**config.mk**
```make
export PLATFORM = sky130hd
export DESIGN_NAME = hazard_scoreboard_flat
export DESIGN_NICKNAME = d
export VERILOG_FILES = /design/src/rtl/hazard_scoreboard_pkg.sv /design/src/rtl/hazard_scoreboard_if.sv /design/src/rtl/hazard_scoreboard_md_timer.sv /design/src/rtl/hazard_scoreboard.sv /design/src/flat_wrapper.sv
export SDC_FILE = /design/constraint.sdc
export NUM_CORES = 1
export LEC_CHECK = 0
export CORE_AREA = 2 2 69 71
export DETAILED_ROUTE_END_ITERATION = 10
export DIE_AREA = 0 0 71 73
export SYNTH_ARGS = -nofsm -noshare
export SYNTH_HDL_FRONTEND = slang
export SYNTH_SLANG_ARGS = --single-unit
```
**constraint.sdc**
```tcl
create_clock -name clk -period 3 [get_ports clk]
set_clock_uncertainty 0.05 [all_clocks]
set_input_delay 0.3 -clock clk [delete_from_list [all_inputs] [get_ports clk]]
set_output_delay 0.3 -clock clk [all_outputs]
set_load 0.1 [all_outputs]
```
**src/rtl/hazard_scoreboard_pkg.sv**
```systemverilog
// hzd_pkg: shared widths, forwarding-select encoding, scoreboard entry layout
// and MDU latency defaults for the hazard scoreboard.
package hzd_pkg;

  localparam int HZD_NSTAGE   = 3;
  localparam int HZD_AW       = 5;
  localparam int HZD_TW       = 2;
  localparam int HZD_MULT_CYC = 5;
  localparam int HZD_DIV_CYC  = 10;

  // Forwarding select: FWD_RF reads the register file, k+1 selects entry k.
  localparam int FWD_RF = 0;

  // Default-width view of one in-flight destination write.
  typedef struct packed {
    logic              vld;
    logic [HZD_AW-1:0] dst;
    logic [HZD_TW-1:0] tnew;
  } hzd_entry_t;

  // Map a scoreboard entry index to its forwarding select code.
  function automatic int fwd_entry(input int k);
    return k + 1;
  endfunction

endpackage

```
**src/rtl/hazard_scoreboard_if.sv**
```systemverilog
// D-stage hazard bus: decoded D instruction fields towards the scoreboard and
// stall/forward controls back to the pipeline.
interface hazard_scoreboard_if #(
  parameter int AW = 5,
  parameter int TW = 2,
  parameter int FW = 2
);
  logic [AW-1:0] rs_d;
  logic [AW-1:0] rt_d;
  logic [TW-1:0] tuse_rs_d;
  logic [TW-1:0] tuse_rt_d;
  logic          wr_d;
  logic [AW-1:0] dst_d;
  logic [TW-1:0] tnew_d;
  logic          md_start_d;
  logic          md_div_d;
  logic          md_use_d;

  logic          stall;
  logic          pc_en;
  logic          if_id_en;
  logic          id_ex_clr;
  logic [FW-1:0] fwd_rs;
  logic [FW-1:0] fwd_rt;
  logic          md_busy;

  modport master (
    output rs_d, rt_d, tuse_rs_d, tuse_rt_d, wr_d, dst_d, tnew_d,
           md_start_d, md_div_d, md_use_d,
    input  stall, pc_en, if_id_en, id_ex_clr, fwd_rs, fwd_rt, md_busy
  );

  modport slave (
    input  rs_d, rt_d, tuse_rs_d, tuse_rt_d, wr_d, dst_d, tnew_d,
           md_start_d, md_div_d, md_use_d,
    output stall, pc_en, if_id_en, id_ex_clr, fwd_rs, fwd_rt, md_busy
  );
endinterface

```
**src/rtl/hazard_scoreboard_md_timer.sv**
```systemverilog
// hzd_md_timer: multiply/divide unit busy tracker. Registers the start that
// left D, then counts the MDU latency down to zero. Only built with HZD_MDU_EN.
`ifdef HZD_MDU_EN
module hzd_md_timer #(
  parameter int MULT_CYC = 5,
  parameter int DIV_CYC  = 10,
  localparam int MAXC    = (DIV_CYC > MULT_CYC) ? DIV_CYC : MULT_CYC,
  localparam int CW      = $clog2(MAXC + 1)
) (
  input  logic clk,
  input  logic reset,
  input  logic start_i,
  input  logic div_i,
  output logic busy_o
);

  logic          start_e_q, start_e_d;
  logic          div_e_q;
  logic [CW-1:0] cnt_q, cnt_d;

  // Load the latency the cycle after the start reaches E, then count down.
  always_comb begin
    start_e_d = start_i;
    cnt_d     = cnt_q;
    if (start_e_q)
      cnt_d = div_e_q ? CW'(DIV_CYC) : CW'(MULT_CYC);
    else if (cnt_q != '0)
      cnt_d = cnt_q - CW'(1);
  end

  // Control state: reset abandons any count in progress.
  always_ff @(posedge clk) begin
    if (!reset) begin
      start_e_q <= 1'b0;
      cnt_q     <= '0;
    end else begin
      start_e_q <= start_e_d;
      cnt_q     <= cnt_d;
    end
  end

  // Operation kind travels with the start; only read while start_e_q is set.
  always_ff @(posedge clk) begin
    div_e_q <= div_i;
  end

  assign busy_o = start_e_q || (cnt_q != '0);

endmodule
`endif

```
**src/rtl/hazard_scoreboard.sv**
```systemverilog
// hazard_scoreboard: D-stage stall/forward unit. Keeps an NSTAGE-deep record
// of in-flight GPR writes (E, M, W, ...) with their remaining Tnew, compares it
// against the D operands' Tuse, and optionally tracks the MDU busy window.
// Build option: HZD_MDU_EN enables the MDU counter and MDU stalls.
module hazard_scoreboard
  import hzd_pkg::*;
#(
  parameter int NSTAGE   = HZD_NSTAGE,
  parameter int AW       = HZD_AW,
  parameter int TW       = HZD_TW,
  parameter int MULT_CYC = HZD_MULT_CYC,
  parameter int DIV_CYC  = HZD_DIV_CYC,
  localparam int FW      = $clog2(NSTAGE + 1)
) (
  input  logic               clk,
  input  logic               reset,
  hazard_scoreboard_if.slave hif
);

  // Tnew counts down as the write moves on, but never wraps below zero.
  function automatic logic [TW-1:0] sat_dec(input logic [TW-1:0] t);
    return (t == '0) ? t : t - TW'(1);
  endfunction

  logic [NSTAGE-1:0] vld_q, vld_d;
  logic [AW-1:0]     dst_q  [NSTAGE];
  logic [AW-1:0]     dst_d  [NSTAGE];
  logic [TW-1:0]     tnew_q [NSTAGE];
  logic [TW-1:0]     tnew_d [NSTAGE];

  logic          stall;
  logic          md_stall;
  logic          md_busy;
  logic          hit_rs, hit_rt;
  logic [TW-1:0] tnew_rs, tnew_rt;
  logic [FW-1:0] sel_rs, sel_rt;
  logic          hz_rs, hz_rt;
  logic [FW-1:0] cand_rs, cand_rt;

  // Shift the scoreboard: D enters entry 0 (a bubble when stalled), older
  // entries age by one stage and the last one falls off.
  always_comb begin
    vld_d[0]  = !stall && hif.wr_d && (hif.dst_d != '0);
    dst_d[0]  = stall ? '0 : hif.dst_d;
    tnew_d[0] = stall ? '0 : hif.tnew_d;
    for (int k = 1; k < NSTAGE; k++) begin
      vld_d[k]  = vld_q[k-1];
      dst_d[k]  = dst_q[k-1];
      tnew_d[k] = sat_dec(tnew_q[k-1]);
    end
  end

  // Only the valid bits need reset; stale dst/tnew are masked by vld.
  always_ff @(posedge clk) begin
    if (!reset) vld_q <= '0;
    else        vld_q <= vld_d;
  end

  // Destination and Tnew fields of the in-flight writes.
  always_ff @(posedge clk) begin
    for (int k = 0; k < NSTAGE; k++) begin
      dst_q[k]  <= dst_d[k];
      tnew_q[k] <= tnew_d[k];
    end
  end

  // Youngest-match lookup per operand; scanning oldest to youngest lets the
  // youngest hit overwrite any older one.
  always_comb begin
    hit_rs  = 1'b0;
    tnew_rs = '0;
    sel_rs  = FW'(FWD_RF);
    hit_rt  = 1'b0;
    tnew_rt = '0;
    sel_rt  = FW'(FWD_RF);
    for (int k = NSTAGE - 1; k >= 0; k--) begin
      if (vld_q[k] && (dst_q[k] == hif.rs_d) && (hif.rs_d != '0)) begin
        hit_rs  = 1'b1;
        tnew_rs = tnew_q[k];
        sel_rs  = FW'(fwd_entry(k));
      end
      if (vld_q[k] && (dst_q[k] == hif.rt_d) && (hif.rt_d != '0)) begin
        hit_rt  = 1'b1;
        tnew_rt = tnew_q[k];
        sel_rt  = FW'(fwd_entry(k));
      end
    end
    hz_rs   = hit_rs && (tnew_rs > hif.tuse_rs_d);
    hz_rt   = hit_rt && (tnew_rt > hif.tuse_rt_d);
    cand_rs = (hit_rs && (tnew_rs == '0)) ? sel_rs : FW'(FWD_RF);
    cand_rt = (hit_rt && (tnew_rt == '0)) ? sel_rt : FW'(FWD_RF);
  end

`ifdef HZD_MDU_EN
  // Any HI/LO user or new MDU start waits while the unit is busy.
  assign md_stall = (hif.md_use_d || hif.md_start_d) && md_busy;

  hzd_md_timer #(
    .MULT_CYC (MULT_CYC),
    .DIV_CYC  (DIV_CYC)
  ) u_md_timer (
    .clk     (clk),
    .reset   (reset),
    .start_i (hif.md_start_d && !stall),
    .div_i   (hif.md_div_d),
    .busy_o  (md_busy)
  );
`else
  localparam int MD_CYC_UNUSED = MULT_CYC + DIV_CYC;
  logic md_unused;
  assign md_unused = ^{hif.md_start_d, hif.md_div_d, hif.md_use_d};
  assign md_busy   = 1'b0;
  assign md_stall  = 1'b0;
`endif

  assign stall         = hz_rs || hz_rt || md_stall;
  assign hif.stall     = stall;
  assign hif.pc_en     = !stall;
  assign hif.if_id_en  = !stall;
  assign hif.id_ex_clr = stall;
  assign hif.fwd_rs    = stall ? FW'(FWD_RF) : cand_rs;
  assign hif.fwd_rt    = stall ? FW'(FWD_RF) : cand_rt;
  assign hif.md_busy   = md_busy;

endmodule

```
**src/flat_wrapper.sv**
```systemverilog
// flat-port wrapper written by rule: the top's interface ports become plain ports
module hazard_scoreboard_flat import hzd_pkg::*;
#(
  parameter int NSTAGE   = HZD_NSTAGE,
  parameter int AW       = HZD_AW,
  parameter int TW       = HZD_TW,
  parameter int MULT_CYC = HZD_MULT_CYC,
  parameter int DIV_CYC  = HZD_DIV_CYC,
  localparam int FW      = $clog2(NSTAGE + 1)
)
  (clk, reset, hif_rs_d, hif_rt_d, hif_tuse_rs_d, hif_tuse_rt_d, hif_wr_d, hif_dst_d, hif_tnew_d, hif_md_start_d, hif_md_div_d, hif_md_use_d, hif_stall, hif_pc_en, hif_if_id_en, hif_id_ex_clr, hif_fwd_rs, hif_fwd_rt, hif_md_busy);
  hazard_scoreboard_if #(.AW(AW), .TW(TW), .FW(2)) hif_i ();
  input  logic clk;
  input  logic reset;
  input wire logic [$bits(hif_i.rs_d)-1:0] hif_rs_d;
  input wire logic [$bits(hif_i.rt_d)-1:0] hif_rt_d;
  input wire logic [$bits(hif_i.tuse_rs_d)-1:0] hif_tuse_rs_d;
  input wire logic [$bits(hif_i.tuse_rt_d)-1:0] hif_tuse_rt_d;
  input wire logic [$bits(hif_i.wr_d)-1:0] hif_wr_d;
  input wire logic [$bits(hif_i.dst_d)-1:0] hif_dst_d;
  input wire logic [$bits(hif_i.tnew_d)-1:0] hif_tnew_d;
  input wire logic [$bits(hif_i.md_start_d)-1:0] hif_md_start_d;
  input wire logic [$bits(hif_i.md_div_d)-1:0] hif_md_div_d;
  input wire logic [$bits(hif_i.md_use_d)-1:0] hif_md_use_d;
  output wire logic [$bits(hif_i.stall)-1:0] hif_stall;
  output wire logic [$bits(hif_i.pc_en)-1:0] hif_pc_en;
  output wire logic [$bits(hif_i.if_id_en)-1:0] hif_if_id_en;
  output wire logic [$bits(hif_i.id_ex_clr)-1:0] hif_id_ex_clr;
  output wire logic [$bits(hif_i.fwd_rs)-1:0] hif_fwd_rs;
  output wire logic [$bits(hif_i.fwd_rt)-1:0] hif_fwd_rt;
  output wire logic [$bits(hif_i.md_busy)-1:0] hif_md_busy;
  assign hif_i.rs_d = hif_rs_d;
  assign hif_i.rt_d = hif_rt_d;
  assign hif_i.tuse_rs_d = hif_tuse_rs_d;
  assign hif_i.tuse_rt_d = hif_tuse_rt_d;
  assign hif_i.wr_d = hif_wr_d;
  assign hif_i.dst_d = hif_dst_d;
  assign hif_i.tnew_d = hif_tnew_d;
  assign hif_i.md_start_d = hif_md_start_d;
  assign hif_i.md_div_d = hif_md_div_d;
  assign hif_i.md_use_d = hif_md_use_d;
  assign hif_stall = hif_i.stall;
  assign hif_pc_en = hif_i.pc_en;
  assign hif_if_id_en = hif_i.if_id_en;
  assign hif_id_ex_clr = hif_i.id_ex_clr;
  assign hif_fwd_rs = hif_i.fwd_rs;
  assign hif_fwd_rt = hif_i.fwd_rt;
  assign hif_md_busy = hif_i.md_busy;
  hazard_scoreboard #(.NSTAGE(NSTAGE), .AW(AW), .TW(TW), .MULT_CYC(MULT_CYC), .DIV_CYC(DIV_CYC)) u_core (.clk(clk), .reset(reset), .hif(hif_i));
endmodule
```
==> qor.csv, run 1 <==
stage;metric;value;unit
outcome;outcome;complete, but fails checks;
outcome;failing checks;negative setup slack;
critical_path;Critical Path Source Type;flip-flop;
finish;antenna diode count;0;
drt;post-detailed-route wirelength per cell;13.6;um
finish;commonest non-fill, non-tap cell in the layout;sky130_fd_sc_hd__buf_4;
worst_hold_path;hold path start;u_core.dst_q[0][0];
placed_design;GP Congestion;0.846;
sta;final clock period utilization by the worst path;112;%
pwr;total power consumption of the routed design;763;uW
placed_design;placed cells;263;
sta;number of endpoints failing setup at the final stage;8;
finish;net count reported at finish;269;
worst_hold_path;number of instances on the worst hold path;0;
critical_path;Worst R2R Setup Slack;0.08;ns
critical_path;Data required, critical path;2.65;ns
finish;Post-Layout Cell Count;291;
critical_path;sum of buffers and inverters on the critical path;8;
drt;DR vias/cell;4.82;
pwr;maximum ir drop on the vdd rail;222;uV
floorplan;placement row count;25;
worst_hold_path;Worst Hold Class;flip-flop to flip-flop;
critical_path;reg-to-reg endpoint;u_core.dst_q[0][1];
sta;RSZ-0062 raised after global routing;yes;
floorplan;Initial Utilization;31.2;%
finish;Layout area overhead;76.8;%
synthesis;netlist area before placement;0.00142;sq mm
critical_path;Data arrival, critical path;3.02;ns
clock_tree;clock tree sinks;24;
floorplan;die boundary width;71;um
critical_path;maximum fanout encountered on the critical timing path;3;
sta;final number of hold-violating endpoints;0;
drt;final routed wirelength across all metal layers;3970;um
critical_path;Crit path depth;14;
grt;number of antenna violations at the first check in global routing;0;
sta;Fmax achieved;0.297;GHz
sta;final-report max-slew violation count;0;
finish;Storage cell area;494;sq um
critical_path;largest stage delay on the critical path;0.39;ns
clock_tree;clock transition at the register clock pins on the worst setup and hold paths after CTS;0.09;ns
grt;total overflow reported by the global router;0;
grt;overall global routing resource usage;16.2;%
synthesis;Primary FF master, synth;sky130_fd_sc_hd__dfxtp_1;
synthesis;count of flip-flops with a built-in enable after synthesis;0;
synthesis;net count after synthesis;182;
clock_tree;Clk Latency, worst-skew pair;0.27;ns
clock_tree;htree depth;1;
worst_hold_path;destination of the worst hold path;u_core.dst_q[0][5];
finish;most frequent cells in the layout;sky130_fd_sc_hd__buf_4 (55), sky130_fd_sc_hd__xnor2_1 (23), sky130_fd_sc_hd__dfxtp_1 (19), sky130_fd_sc_hd__clkdlybuf4s50_1 (13), sky130_fd_sc_hd__and2_1 (12);
drt;number of antenna-violating nets in the routed design;0;
sta;final worst-path setup slack;-0.370;ns
clock_tree;total CTS buffers;3;
grt;largest net degree at the start of global routing;14;
pwr;static leakage power;0.000988;uW
grt;number of global-route vias before repair;1476;
drt;top layer reached by signal wires;met4;
drt;Met3 Wirelength;191;um
finish;final non-filler cell area;0.00250;sq mm
floorplan;IO Count;36;
placed_design;Worst Setup Slack post-DPL;-0.742;ns
placed_design;Detailed Place HPWL;3000;um
synthesis;average cell area after synthesis;9.38;sq um
synthesis;fraction of the yosys area taken by sequential cells;33.9;%
critical_path;Cell Chain, Critical Path;xnor2_2 -> nand4_1 -> or3_4 -> a311oi_4 -> buf_4 -> buf_4 -> buf_4 -> buf_4 -> buf_4 -> buf_4 -> buf_4 -> o22ai_2 -> nor4b_4 -> buf_12;
placed_design;instance area after placement;0.00216;sq mm
clock_tree;number of buffers on the longest clock path;2;
sta;Period minus WS final;3.37;ns
drt;wl on met1;1620;um
critical_path;kind of end point of the critical path;output pin;
sta;worst hold slack;0.337;ns
drt;met2 routed wirelength;2060;um
synthesis;register bit count reported by yosys;24;
job;count of maximum capacitance violations;0;
floorplan;Die Ht;73;um
clock_tree;cts hold-fix bufs;0;
clock_tree;root cell of the clock tree;sky130_fd_sc_hd__clkbuf_8;
finish;multi-input logic area;0.00106;sq mm
pwr;total power per unit cell area;305;mW/mm^2
placed_design;number of I/O port buffers;31;
finish;fill count;377;
synthesis;Yosys Warn Count;0;
floorplan;die area;0.00518;sq mm
drt;post-route DRC violation count;0;
drt;vias;1402;
clock_tree;TritonCTS clock tree;built;
critical_path;family with the most delay on the worst path;buffers and inverters;
drt;DRT iter0 DRCs;24;
synthesis;number of cells produced by synthesis;151;
synthesis;count of cell types in the netlist;35;
floorplan;placeable core region;0.00454;sq mm
critical_path;R2R Path Start;u_core.dst_q[0][7];
critical_path;cell with the most instances on the worst path;sky130_fd_sc_hd__buf_4;
critical_path;count of cells along the worst register-to-register path;14;
finish;fraction of layout instances using a drive strength above 1;50.2;%
critical_path;cell at the slowest stage of the critical path;sky130_fd_sc_hd__dfxtp_4;
grt;wire length of the first global-routing pass;6730;um
critical_path;critical path class;flip-flop to output pin;
synthesis;proportion of register bits with asynchronous set or reset after synthesis;0;%
drt;first drt pass iteration count;4;
==> how the worst max path moves through the flow <==
stage,slack (ns),start,to
after CTS,-0.40,u_core.dst_q[0][9],hif_fwd_rt[1]
after detailed placement,-0.74,hif_rt_d[1],hif_fwd_rt[1]
after global placement,-0.73,hif_rt_d[1],hif_fwd_rt[1]
final,-0.37,u_core.dst_q[0][7],hif_fwd_rt[1]
after floorplan,-0.57,hif_rs_d[3],hif_fwd_rs[1]
after global routing,-0.49,u_core.dst_q[0][5],hif_fwd_rt[1]
==> area by class of cell <==
type,instances,area share [%]
Sequential cell,24,19.7
Tap cell,54,2.70
Timing Repair Buffer,89,32.5
Inverter,3,0.600
Multi-Input combinational cell,117,42.2
Clock buffer,4,2.20
==> per-layer routing <==
| layer | vias up | global-route usage [%] |
|---|---|---|
| met3 | 11 | 2.76 |
| met2 | 36 | 29.2 |
| met4 | 0 | 4.40 |
| met1 | 648 | 20.0 |
| li1 | 707 | - |
| met5 | - | 0 |
==> synthesized netlist by cell type, drive strengths merged, types with 3 or more instances <==
| cell | number | area [sq um] |
|---|---|---|
| nand4 | 4 | 25.0 |
| nand3 | 6 | 30.0 |
| dfxtp | 24 | 480 |
| ha | 4 | 50.1 |
| inv | 3 | 11.3 |
| xnor2 | 30 | 263 |
| buf | 7 | 47.5 |
| nor2 | 6 | 42.5 |
| a211oi | 4 | 30.0 |
| nand2 | 7 | 26.3 |
| and2 | 12 | 75.1 |
| nor4 | 4 | 25.0 |
| nor3 | 10 | 60.1 |
| or4 | 3 | 30.0 |
| nor2b | 4 | 25.0 |
==> through the flow <==
| stage | util, % | setup TNS (ns) |
|---|---|---|
| finish | 55.2 | -2.63 |
| global route | 55.2 | -3.98 |
| CTS | 53.1 | -2.88 |
| detailed placement | 47.5 | -9.38 |
| global placement | 47.5 | -9.05 |
| floorplan | - | -2.66 |
==> power breakdown <==
| group | switching (uW) | internal, uW | leakage [uW] | total (uW) |
|---|---|---|---|---|
| logic | 80.7 | 109 | 0.000757 | 190 |
| clock network | 100 | 117 | 0.0000288 | 218 |
| registers | 19.7 | 335 | 0.000202 | 355 |
==> registers in the layout (all words and copies together) (netlist names) <==
register / flops
u_core.tnew_q: 6
u_core.vld_q: 3
u_core.dst_q: 15
==> logic make-up (layout without fill, tap and decap cells) <==
kind of cell               count (synthesis)  in the layout  share of synthesized area, %
DFF                                       24             24                          33.9
and+or+nand+nor                           64             64                          28.9
buffers and inverters                     10             96                          4.15
adders and majority gates                  4              4                          3.53
xor gates and xnor gates                  30             30                          18.6
AOI/OAI and AO/OA                         18             18                          10.7
other                                      1              1                         0.265
==> what timing repair did <==
action	CTS	global route
pin swaps	23	11
resized for setup	44	15
endpoints found under the setup margin	16	16
hold endpoints to repair	0	0
buffers inserted	22	2
Power figures use the tool's default switching activity.
==> inputs of run 2 (changes only) <==
- CELL_PAD_IN_SITES_DETAIL_PLACEMENT: not set -> 1
- CELL_PAD_IN_SITES_GLOBAL_PLACEMENT: not set -> 1
- PLACE_DENSITY_LB_ADDON: not set -> 0.1
- TNS_END_PERCENT: not set -> 10
==> qor.csv, run 2 (same netlist as run 1, synthesis figures left out) <==
stage;metric;value;unit;change
grt;overall global routing resource usage;17.1;%;+0.85 points
clock_tree;htree depth;1;;unchanged
drt;DRT iter0 DRCs;27;;+13%
finish;antenna diode count;0;;unchanged
finish;most frequent cells in the layout;sky130_fd_sc_hd__buf_4 (39), sky130_fd_sc_hd__xnor2_1 (20), sky130_fd_sc_hd__dfxtp_1 (19), sky130_fd_sc_hd__clkdlybuf4s50_1 (13), sky130_fd_sc_hd__and2_1 (12);;
critical_path;Cell Chain, Critical Path;xnor2_2 -> nand4_1 -> or3_4 -> a311oi_2 -> nor2_1 -> ha_1 -> nor2b_1 -> o21ai_1 -> o22a_4 -> nor4b_4 -> buf_12;;
finish;Layout area overhead;67.0;%;
sta;Period minus WS final;3.42;ns;+0.0471 ns
clock_tree;TritonCTS clock tree;built;;
pwr;maximum ir drop on the vdd rail;230;uV;+3.7%
clock_tree;clock tree sinks;24;;unchanged
grt;number of antenna violations at the first check in global routing;0;;unchanged
drt;first drt pass iteration count;2;;-2
critical_path;Data required, critical path;2.65;ns;about the same
grt;most used routing layer;met2;;
grt;largest net degree at the start of global routing;14;;unchanged
floorplan;placement row count;25;;unchanged
clock_tree;total CTS buffers;3;;unchanged
floorplan;placeable core region;0.00454;sq mm;unchanged
floorplan;die area;0.00518;sq mm;unchanged
finish;commonest non-fill, non-tap cell in the layout;sky130_fd_sc_hd__buf_4;;
drt;vias;1374;;-2.0%
placed_design;number of I/O port buffers;31;;unchanged
grt;met1 Track Usage GR;19.9;%;-0.050 points
grt;met3 global-route usage;3.31;%;+0.55 points
finish;fill count;528;;+40%
drt;final routed wirelength across all metal layers;4380;um;+10%
sta;final worst-path setup slack;-0.417;ns;-0.0471 ns
grt;number of global-route vias before repair;1451;;-1.7%
clock_tree;Clk Latency, worst-skew pair;0.26;ns;about the same
sta;final clock period utilization by the worst path;114;%;+1.6 points
drt;post-detailed-route wirelength per cell;15.9;um;+17%
job;count of maximum capacitance violations;0;;unchanged
floorplan;die boundary width;71;um;unchanged
clock_tree;root cell of the clock tree;sky130_fd_sc_hd__clkbuf_8;;
critical_path;critical path class;flip-flop to output pin;;
grt;total overflow reported by the global router;0;;unchanged
clock_tree;cts hold-fix bufs;0;;unchanged
finish;flip-flop count of the largest register after layout;15;;unchanged
worst_hold_path;Worst Hold Class;flip-flop to flip-flop;;
floorplan;IO Count;36;;unchanged
floorplan;Die Ht;73;um;unchanged
sta;Fmax achieved;0.293;GHz;-1.4%
finish;Post-Layout Cell Count;275;;-5.5%
outcome;failing checks;negative setup slack;;
critical_path;Data arrival, critical path;3.07;ns;+0.05 ns
sta;worst hold slack;0.352;ns;+0.0149 ns
drt;post-route DRC violation count;0;;unchanged
clock_tree;clock transition at the register clock pins on the worst setup and hold paths after CTS;0.08;ns;about the same
pwr;static leakage power;0.000927;uW;-6.2%
sta;final-report max-slew violation count;0;;unchanged
finish;Storage cell area;497;sq um;+0.51%
sta;number of endpoints failing setup at the final stage;8;;unchanged
grt;wire length of the first global-routing pass;6830;um;+1.4%
floorplan;Initial Utilization;31.2;%;unchanged
placed_design;placed cells;255;;-3.0%
finish;fraction of layout instances using a drive strength above 1;47.1;%;-3.2 points
critical_path;cell at the slowest stage of the critical path;sky130_fd_sc_hd__or3_4;;
pwr;total power per unit cell area;320;mW/mm^2;+5.1%
critical_path;Critical Path Source Type;flip-flop;;
drt;DR vias/cell;5.00;;+3.7%
critical_path;kind of end point of the critical path;output pin;;
finish;Regs by FF count;u_core.dst_q x15, u_core.tnew_q x6, u_core.vld_q x3;;
sta;RSZ-0062 raised after global routing;yes;;
grt;met2 track demand over resource;32.1;%;+2.9 points
clock_tree;number of buffers on the longest clock path;2;;unchanged
outcome;outcome;complete, but fails checks;;
critical_path;largest stage delay on the critical path;0.43;ns;+0.04 ns
placed_design;Detailed Place HPWL;3440;um;+14%
finish;multi-input logic area;0.00105;sq mm;-0.95%
finish;net count reported at finish;253;;-5.9%
critical_path;maximum fanout encountered on the critical timing path;5;;+2
placed_design;GP Congestion;0.832;;-1.8%
sta;final number of hold-violating endpoints;0;;unchanged
drt;number of antenna-violating nets in the routed design;0;;unchanged
finish;largest register by flop count;u_core.dst_q;;
[run 2: cell types whose count changed in the layout (fill, tap and decap cells not counted), moves of 2 or more]
cell	before	now
sky130_fd_sc_hd__buf_4	55	39
sky130_fd_sc_hd__xnor2_1	23	20
sky130_fd_sc_hd__xnor2_2	7	10
sky130_fd_sc_hd__a311oi_2	0	2
sky130_fd_sc_hd__a311oi_4	2	0
sky130_fd_sc_hd__buf_2	5	3
sky130_fd_sc_hd__clkbuf_2	1	3
sky130_fd_sc_hd__nand2_1	7	5
sky130_fd_sc_hd__nand2_2	0	2
sky130_fd_sc_hd__nor4_1	2	4
sky130_fd_sc_hd__nor4_2	2	0
sky130_fd_sc_hd__o22ai_1	0	2
sky130_fd_sc_hd__o22ai_2	2	0
[run 2: worst paths after layout]
check,start,end,slack [ns],cells after the start
worst max-delay path,u_core.dst_q[0][8],hif_fwd_rt[1],-0.42,11
worst min-delay path,u_core.dst_q[0][1],u_core.dst_q[0][6],0.35,0
worst max register to register,u_core.dst_q[0][7],u_core.dst_q[0][4],0.12,13
worst min register to register,u_core.dst_q[0][1],u_core.dst_q[0][6],0.35,0
[run 2: where the power goes]
part / total [uW] / leakage, uW / internal (uW) / switching, uW
logic: 188 / 0.000695 / 105 / 82.4
clock network: 213 / 0.0000288 / 117 / 95.7
registers: 357 / 0.000203 / 335 / 22.0
total: 757 / 0.000927 / 557 / 200
[run 2: through the flow]
step           power, uW  cell area, sq um  setup TNS, ns  setup slack (ns)  util (%)
4_1_cts              752              2250          -3.05            -0.450      49.7
2_1_floorplan        448              1510          -2.70            -0.577         -
3_3_place_gp         524              2080          -7.94            -0.634      45.9
5_1_grt              790              2360          -3.82            -0.543      52.1
6_report             757              2360          -2.83            -0.417      52.1
3_5_place_dp         531              2080          -9.54            -0.733      45.9
[run 2: routing by layer]
layer | share of wire (%) | vias up | wire length (um)
met3 | 3.8 | 2 | 166
met2 | 52 | 30 | 2290
met4 | 0.46 | 0 | 20
met5 | 0 | - | 0
met1 | 43 | 668 | 1900
li1 | - | 674 | -
[run 2: cell type report]
class / instances / area share [%]
Tap cell: 54 / 2.86
Sequential cell: 24 / 21.0
Inverter: 3 / 0.635
Clock buffer: 4 / 2.33
Timing Repair Buffer: 73 / 28.9
Multi-Input combinational cell: 117 / 44.3
[run 2: critical path, delay by kind of cell, from the launching register on]
family	cells	cell delay, ns
buf+inv	1	0.22
compound gates	3	0.69
flops	1	0.37
xor+xnor	1	0.14
fa+ha+maj	1	0.30
simple gates	5	1.08
[run 2: repair_timing]
| item | 4_1_cts | 5_1_grt |
|---|---|---|
| endpoints found under the setup margin | 16 | 16 |
| resized for setup | 34 | 24 |
| setup buffers | 12 | 4 |
| pin swaps | 27 | 14 |
